## src/rtl/flight_cmd_sequencer.sv

```systemverilog
// Command dispatcher between the UART command wrapper and the flight controller:
// setpoint registers, ESC spin-up / calibration sequencing and link-loss watchdog.
module flight_cmd_sequencer #(
   parameter int         SPIN_W = 20,
   parameter int         LOSS_W = 26,
   parameter logic [7:0] ACK    = 8'hA5,
   parameter logic [7:0] NAK    = 8'hEE
) (
   input  logic        clk,
   input  logic        rst,
   input  logic        cmd_rdy,
   input  logic [7:0]  cmd,
   input  logic [15:0] data,
   input  logic        cal_done,
   output logic        clr_cmd_rdy,
   output logic        send_resp,
   output logic [7:0]  resp,
   output logic [15:0] d_ptch,
   output logic [15:0] d_roll,
   output logic [15:0] d_yaw,
   output logic [8:0]  thrst,
   output logic        strt_cal,
   output logic        inertial_cal,
   output logic        motors_off,
   output logic        link_lost
);

   localparam logic [7:0] OP_PTCH  = 8'h02;
   localparam logic [7:0] OP_ROLL  = 8'h03;
   localparam logic [7:0] OP_YAW   = 8'h04;
   localparam logic [7:0] OP_THRST = 8'h05;
   localparam logic [7:0] OP_CAL   = 8'h06;
   localparam logic [7:0] OP_EMGL  = 8'h07;
   localparam logic [7:0] OP_MOFF  = 8'h08;

   typedef enum logic [1:0] {
      IDLE = 2'd0,
      SPIN = 2'd1,
      CAL  = 2'd2,
      RESP = 2'd3
   } state_t;

   state_t            state_r;
   state_t            next_state_s;
   logic [SPIN_W-1:0] spin_cnt_r;
   logic [LOSS_W-1:0] wd_cnt_r;
   logic [LOSS_W-1:0] wd_inc_s;
   logic              accept_s;
   logic              spin_done_s;
   logic              wd_fire_s;

   assign accept_s    = (state_r == IDLE) && cmd_rdy;
   assign spin_done_s = &spin_cnt_r;
   assign wd_inc_s    = wd_cnt_r + {{(LOSS_W-1){1'b0}}, 1'b1};
   // A pending command always beats a watchdog expiry on the same cycle.
   assign wd_fire_s   = (state_r == IDLE) && !cmd_rdy && !motors_off && (&wd_inc_s);

   // State register
   always_ff @(posedge clk) begin
      if (rst) begin
         state_r <= IDLE;
      end else begin
         state_r <= next_state_s;
      end
   end

   // Next-state decode
   always_comb begin
      next_state_s = state_r;
      case (state_r)
         IDLE: begin
            if (cmd_rdy) begin
               if (cmd == OP_CAL) begin
                  next_state_s = SPIN;
               end else begin
                  next_state_s = RESP;
               end
            end else begin
               next_state_s = IDLE;
            end
         end
         SPIN: begin
            if (spin_done_s) begin
               next_state_s = CAL;
            end else begin
               next_state_s = SPIN;
            end
         end
         CAL: begin
            if (cal_done) begin
               next_state_s = RESP;
            end else begin
               next_state_s = CAL;
            end
         end
         RESP:    next_state_s = IDLE;
         default: next_state_s = IDLE;
      endcase
   end

   // Handshake pulse decode
   always_comb begin
      clr_cmd_rdy = accept_s;
      send_resp   = (state_r == RESP);
      strt_cal    = (state_r == SPIN) && spin_done_s;
   end

   // Setpoints, flags, response byte and spin-up counter
   always_ff @(posedge clk) begin
      if (rst) begin
         d_ptch       <= 16'h0000;
         d_roll       <= 16'h0000;
         d_yaw        <= 16'h0000;
         thrst        <= 9'h000;
         motors_off   <= 1'b1;
         inertial_cal <= 1'b0;
         link_lost    <= 1'b0;
         resp         <= 8'h00;
         spin_cnt_r   <= {SPIN_W{1'b0}};
      end else begin
         case (state_r)
            IDLE: begin
               if (cmd_rdy) begin
                  resp <= ACK;
                  case (cmd)
                     OP_PTCH:  d_ptch <= data;
                     OP_ROLL:  d_roll <= data;
                     OP_YAW:   d_yaw  <= data;
                     OP_THRST: thrst  <= data[8:0];
                     OP_CAL: begin
                        motors_off   <= 1'b0;
                        inertial_cal <= 1'b1;
                        link_lost    <= 1'b0;
                        spin_cnt_r   <= {SPIN_W{1'b0}};
                     end
                     OP_EMGL: begin
                        d_ptch <= 16'h0000;
                        d_roll <= 16'h0000;
                        d_yaw  <= 16'h0000;
                        thrst  <= 9'h000;
                     end
                     OP_MOFF: begin
                        thrst      <= 9'h000;
                        motors_off <= 1'b1;
                     end
                     default: resp <= NAK;
                  endcase
               end else if (wd_fire_s) begin
                  d_ptch    <= 16'h0000;
                  d_roll    <= 16'h0000;
                  d_yaw     <= 16'h0000;
                  thrst     <= 9'h000;
                  link_lost <= 1'b1;
               end
            end
            SPIN: spin_cnt_r <= spin_cnt_r + {{(SPIN_W-1){1'b0}}, 1'b1};
            CAL: begin
               if (cal_done) begin
                  inertial_cal <= 1'b0;
                  resp         <= ACK;
               end
            end
            default: ;
         endcase
      end
   end

   // Link-loss watchdog counter; frozen outside IDLE so calibration never trips it
   always_ff @(posedge clk) begin
      if (rst) begin
         wd_cnt_r <= {LOSS_W{1'b0}};
      end else if (accept_s || motors_off) begin
         wd_cnt_r <= {LOSS_W{1'b0}};
      end else if (state_r != IDLE) begin
         wd_cnt_r <= wd_cnt_r;
      end else if (&wd_inc_s) begin
         wd_cnt_r <= {LOSS_W{1'b0}};
      end else begin
         wd_cnt_r <= wd_inc_s;
      end
   end

endmodule

```

## config.mk

```make
export PLATFORM = sky130hd
export DESIGN_NAME = flight_cmd_sequencer
export DESIGN_NICKNAME = d
export VERILOG_FILES = /design/src/rtl/flight_cmd_sequencer.sv
export SDC_FILE = /design/constraint.sdc
export NUM_CORES = 1
export LEC_CHECK = 0
export ABC_AREA = 1
export ABC_CLOCK_PERIOD_IN_PS = 2900
export CAP_MARGIN = 20
export CORE_MARGIN = 2
export CORE_UTILIZATION = 50
export CTS_BUF_LIST = sky130_fd_sc_hd__clkbuf_8
export DETAILED_ROUTE_END_ITERATION = 10
export PLACE_DENSITY = 0.82
export SETUP_SLACK_MARGIN = 0.4
export SLEW_MARGIN = 20
export SYNTH_ARGS = -nofsm -noshare
export SYNTH_HDL_FRONTEND = slang
export SYNTH_SLANG_ARGS = --single-unit
```

## constraint.sdc

```tcl
create_clock -name clk -period 2.9 [get_ports clk]
set_clock_uncertainty 0.2 [all_clocks]
set_input_delay 0.87 -clock clk [delete_from_list [all_inputs] [get_ports clk]]
set_output_delay 0.87 -clock clk [all_outputs]
set_load 0.05 [all_outputs]
```

==> results.txt, run 1 <==
The clock transition at the register clock pins on the worst setup and hold paths after CTS is ~0.13 ns. The power after layout came out at 0.00387 W. The share of the Yosys chip area taken by registers is roughly two fifths. Buffers inserted to repair hold after CTS numbered 0. The global-route congestion overflow total is 0. Of the total synthesized cell area, the portion taken by full adders, half adders and majority gates is less than 1%. The average vias per placed instance came out at between 6 and 7. The period utilization is 106%.

In this run the remaining antenna-violating nets after routing total 0. The routed design could run at a clock period as short as roughly 3 ns. The kind of launch point of the worst setup path is a flop.

The switching power of the nets is approximately 0.0015 W. The worst hold path passes through 2 cells. The final reports fail on setup timing. The largest buffer count on any clock path came out at 2. The clock network accounts for 24.4% of the total power. Fill cells in the final layout number 544. The post-synthesis to final-layout area growth came out at 60.3%. The final number of setup-violating endpoints came out at 46. Once detailed placement completed, the half-perimeter wirelength came to ~11,000 um. The switching share of total power is 39.0%.

The tightest min-delay check is of the flop to flop type. The number of max-slew violations in the final report came out at 0. The routed layout has 7,640 vias.

The die covers 12,300 um2. CTS built an H-tree with a depth of 3. Timing would allow up to about 330 MHz. The critical path goes through nand2_1, nor2_2, nand2_1, nor2_4, buf_6, nand2_2, nand2_2, nand2_2, nor2_4, nand2_2, nor2_4, nand3_4, nand2_8, buf_8, buf_16, nand3_2, nand2_1, nor2_1. The pre-CTS setup slack is -0.226 ns. For this run, design rule violations remaining after detail routing come to 0.

The number of buffers added by the clock tree synthesis step came out at 9. The average wire length per cell after detail routing is 21.2 um. The share of the synthesized area in compound gates (AO/OA/AOI/OAI) is 10.9%. The share of post-route cells with drive strength above 1 came out at 34.2%. The starting DRC count in detailed routing is 1,288. At the later pin of the worst-skew pair, clock insertion delay measures approximately 0.40 ns. The gate count after technology mapping came out at 889.

STA classifies the critical path endpoint as a flop. The sequential share of power came out at 43.0%. The critical register-to-register path endpoint is d_yaw[14]. The static leakage power is 3.96 nW. STA puts the critical path data required time at 3.01 ns. The mean instance size in the synthesized netlist came out at between 6 and 7 um2. The number of synthesis warnings is 0.

The floorplan core area is 11,000 um2. The number of distinct library cell variants in the gate-level netlist after synthesis came out at 37. Internal power comes to 0.00236 W. The actual slew at the worst max-slew pin is 0.575 ns. Entering global routing, the biggest net connects roughly 60 pins. The critical path is of the flop to flop type. Clock tree synthesis selected as its root buffer the cell sky130_fd_sc_hd__clkbuf_8. The share of total power dissipated in combinational logic is 32.6%. The count of buffers added on input and output ports is 97.

Setup repair after global routing could not meet its margin everywhere. Measured against its own limit, the worst slew margin works out to 61.3%. The global-route usage over all layers came out at between 30% and 40%. The beginning of the worst register-to-register path is wd_cnt_r[13]. The die outline height is 111 um. The most frequent cell on the critical path is sky130_fd_sc_hd__nand2_2. In this run the most critical hold path is launched from resp[0]. The worst hold path terminates at resp[0]. IR analysis of the VDD net gives a maximum drop of 327 uV. The detailed-route wire length is 25,800 um.

The combinational family with the most area after synthesis is simple AND/OR/NAND/NOR gates. The setup slack on the worst flop-to-flop path is -0.17 ns. The width of the die came out at 111 um.

TritonCTS built the clock tree. At the end of routability-driven placement, the weighted congestion stood at 0.927. The first detailed-routing pass took 7 iterations. The number of I/O pins is 99. The clock drives 111 sinks. The via count of the first global-routing pass is 6,454.

For this run, the post-layout net count is 1,107. The post-synthesis mux area share came out at 0%. The first global-routing pass estimated 30,800 um of wire. Synthesis inferred 111 register bits. The net count after synthesis came out at 920.

The post-route core utilization is 83.1%. The max-capacitance violation count came out at 0. After Yosys synthesis, XOR and XNOR cells account for 1.23% of the synthesized area.

The maximum fanout count along the critical path came out at 8. The number of cells on the worst reg-to-reg path is 18. The maximum single-stage delay on the critical path is ~0.48 ns. The number of rows in the core area is 38. The slowest stage of the critical path belongs to the cell sky130_fd_sc_hd__dfxtp_1. The power density of the placed cells came out at 424 nW/um2. The run finished, with violations left. The starting density of the core is around 52%. The data arrival time of the critical path came out at 3.17 ns. After Yosys synthesis, and, or, nand and nor cells account for 37.9% of the synthesized area. The number of hold-slack violations in the final timing report came out at 0. The final total negative setup slack is -2.39 ns.

The setup slack after layout is -0.167 ns. 0 antenna diodes ended up in the layout. The number of antenna violations at the first check in global routing is 0. The post-synthesis instance area came out at around 5700 um2.
==> routing by layer <==
metal / up-vias / share of wire [%] / track usage (%)
li1: 3206 / - / -
met1: 3459 / 34 / 37.2
met2: 719 / 46 / 50.5
met3: 256 / 11 / 5.52
met4: 0 / 9.4 / 15.4
met5: - / 0 / 0
==> cells in the mapped netlist, drive strengths merged <==
cell | instances | area, um2
a31oi | 3 | 18.8
a21oi | 81 | 405
nor2 | 162 | 643
ha | 3 | 37.5
nand3b | 1 | 7.51
a22oi | 3 | 22.5
xnor2 | 3 | 26.3
a21o | 1 | 7.51
nand2 | 245 | 950
a211oi | 2 | 15.0
conb | 1 | 3.75
inv | 99 | 372
a221o | 1 | 10.0
nor4 | 1 | 6.26
dfxtp | 111 | 2220
o21bai | 2 | 15.0
o21a | 2 | 15.0
nand4 | 17 | 106
xor2 | 5 | 43.8
clkinv | 3 | 11.3
o21ai | 18 | 90.1
nor3 | 15 | 80.1
o311a | 1 | 10.0
o2111ai | 1 | 8.76
nand3 | 72 | 365
buf | 16 | 126
clkbuf | 20 | 75.1
==> layout by cell type (no fill, tap or decap), types with 9 or more instances in the layout <==
cell,instances
sky130_fd_sc_hd__nand3_4,11
sky130_fd_sc_hd__nand2_4,10
sky130_fd_sc_hd__buf_4,71
sky130_fd_sc_hd__a21oi_2,14
sky130_fd_sc_hd__clkdlybuf4s50_1,19
sky130_fd_sc_hd__nand3_2,38
sky130_fd_sc_hd__clkbuf_8,9
sky130_fd_sc_hd__o21ai_0,11
sky130_fd_sc_hd__nor2_2,34
sky130_fd_sc_hd__nand2_2,54
sky130_fd_sc_hd__inv_2,10
sky130_fd_sc_hd__a21oi_1,61
sky130_fd_sc_hd__nor2_1,110
sky130_fd_sc_hd__nor2_4,18
sky130_fd_sc_hd__nand3_1,23
sky130_fd_sc_hd__nor3_1,9
sky130_fd_sc_hd__inv_1,89
sky130_fd_sc_hd__dfxtp_2,15
sky130_fd_sc_hd__buf_12,16
sky130_fd_sc_hd__nand4_1,17
sky130_fd_sc_hd__nand2_1,177
sky130_fd_sc_hd__buf_6,12
sky130_fd_sc_hd__dlygate4sd2_1,74
sky130_fd_sc_hd__dfxtp_1,93
==> sequential cells by signal, summed over array words and instances, names as in the netlist <==
name / count
link_lost: 1
d_yaw: 16
wd_cnt_r: 26
spin_cnt_r: 20
inertial_cal: 1
resp: 3
d_ptch: 16
motors_off: 1
d_roll: 16
thrst: 9
state_r: 2
==> how the worst max path moves through the flow <==
| stage | start | endpoint | slack, ns | cells past startpoint |
|---|---|---|---|---|
| 6_report | wd_cnt_r[13] | d_yaw[14] | -0.17 | 18 |
| 5_1_grt | wd_cnt_r[12] | d_yaw[14] | -0.23 | 18 |
| 4_1_cts | spin_cnt_r[1] | strt_cal | -0.09 | 8 |
| 3_5_place_dp | cmd[7] | spin_cnt_r[19] | -0.23 | 15 |
| 3_3_place_gp | cmd[2] | spin_cnt_r[19] | -0.12 | 14 |
| 2_1_floorplan | cmd[7] | spin_cnt_r[19] | 0.31 | 14 |
==> area by class of cell <==
class | instances | area, um2 | share of cell area (%)
repair buffers | 208 | 2160 | 23.7
flip-flops and latches | 111 | 2250 | 24.7
inverters | 102 | 392 | 4.29
multi-input cells | 644 | 3960 | 43.3
well taps | 140 | 175 | 1.92
clock inverters | 7 | 67.6 | 0.740
clock buffers | 9 | 124 | 1.36
==> critical path: cells and delay by family, from the launching register on <==
family	cells	cell delay (ns)
flip-flops	1	0.48
AND/OR/NAND/NOR	15	1.86
buffers and inverters	3	0.43
==> through the flow <==
step / cells / area, um2 / hold WS (ns)
after floorplan: 889 / 5730 / 0.225
after global placement: 1129 / 7090 / 0.243
after detailed placement: 1129 / 7090 / 0.249
after CTS: 1208 / 8210 / 0.269
after global routing: 1221 / 9130 / 0.296
final: 1221 / 9130 / 0.273
==> cell families after synthesis <==
logic type / Yosys count
other: 1
xor gates and xnor gates: 8
adders and majority gates: 3
AOI/OAI and AO/OA: 115
DFF: 111
and+or+nand+nor: 513
buffers and inverters: 138
==> power groups by stage <==
stage / sequential, W / clock, W / combinational (W)
after CTS: 0.00165 / 0.000920 / 0.00102
after floorplan: 0.00192 / 0 / 0.000370
after global routing: 0.00167 / 0.000992 / 0.00131
final: 0.00166 / 0.000945 / 0.00126
after detailed placement: 0.00169 / 0 / 0.000949
after global placement: 0.00169 / 0 / 0.000939
==> what timing repair did <==
action | CTS | global route
pin swaps | 46 | 71
endpoints found under the hold margin | 0 | 0
gates cloned | 8 | 5
gates resized for setup | 189 | 201
buffers inserted | 55 | 8
setup endpoints to repair | 159 | 97
Power figures use the tool's default switching activity.
==> run 2: changes to the inputs <==
--- a/config.mk
+++ b/config.mk
@@ -12,9 +12,11 @@
 export CORE_UTILIZATION = 50
 export CTS_BUF_LIST = sky130_fd_sc_hd__clkbuf_8
 export DETAILED_ROUTE_END_ITERATION = 10
+export GPL_ROUTABILITY_DRIVEN = 0
 export PLACE_DENSITY = 0.82
+export RECOVER_POWER = 100
 export SETUP_SLACK_MARGIN = 0.4
-export SLEW_MARGIN = 20
+export SLEW_MARGIN = 40
 export SYNTH_ARGS = -nofsm -noshare
 export SYNTH_HDL_FRONTEND = slang
 export SYNTH_SLANG_ARGS = --single-unit
==> results of run 2 <==
No change in the layout: final DEF, timing and power equal those of run 1.
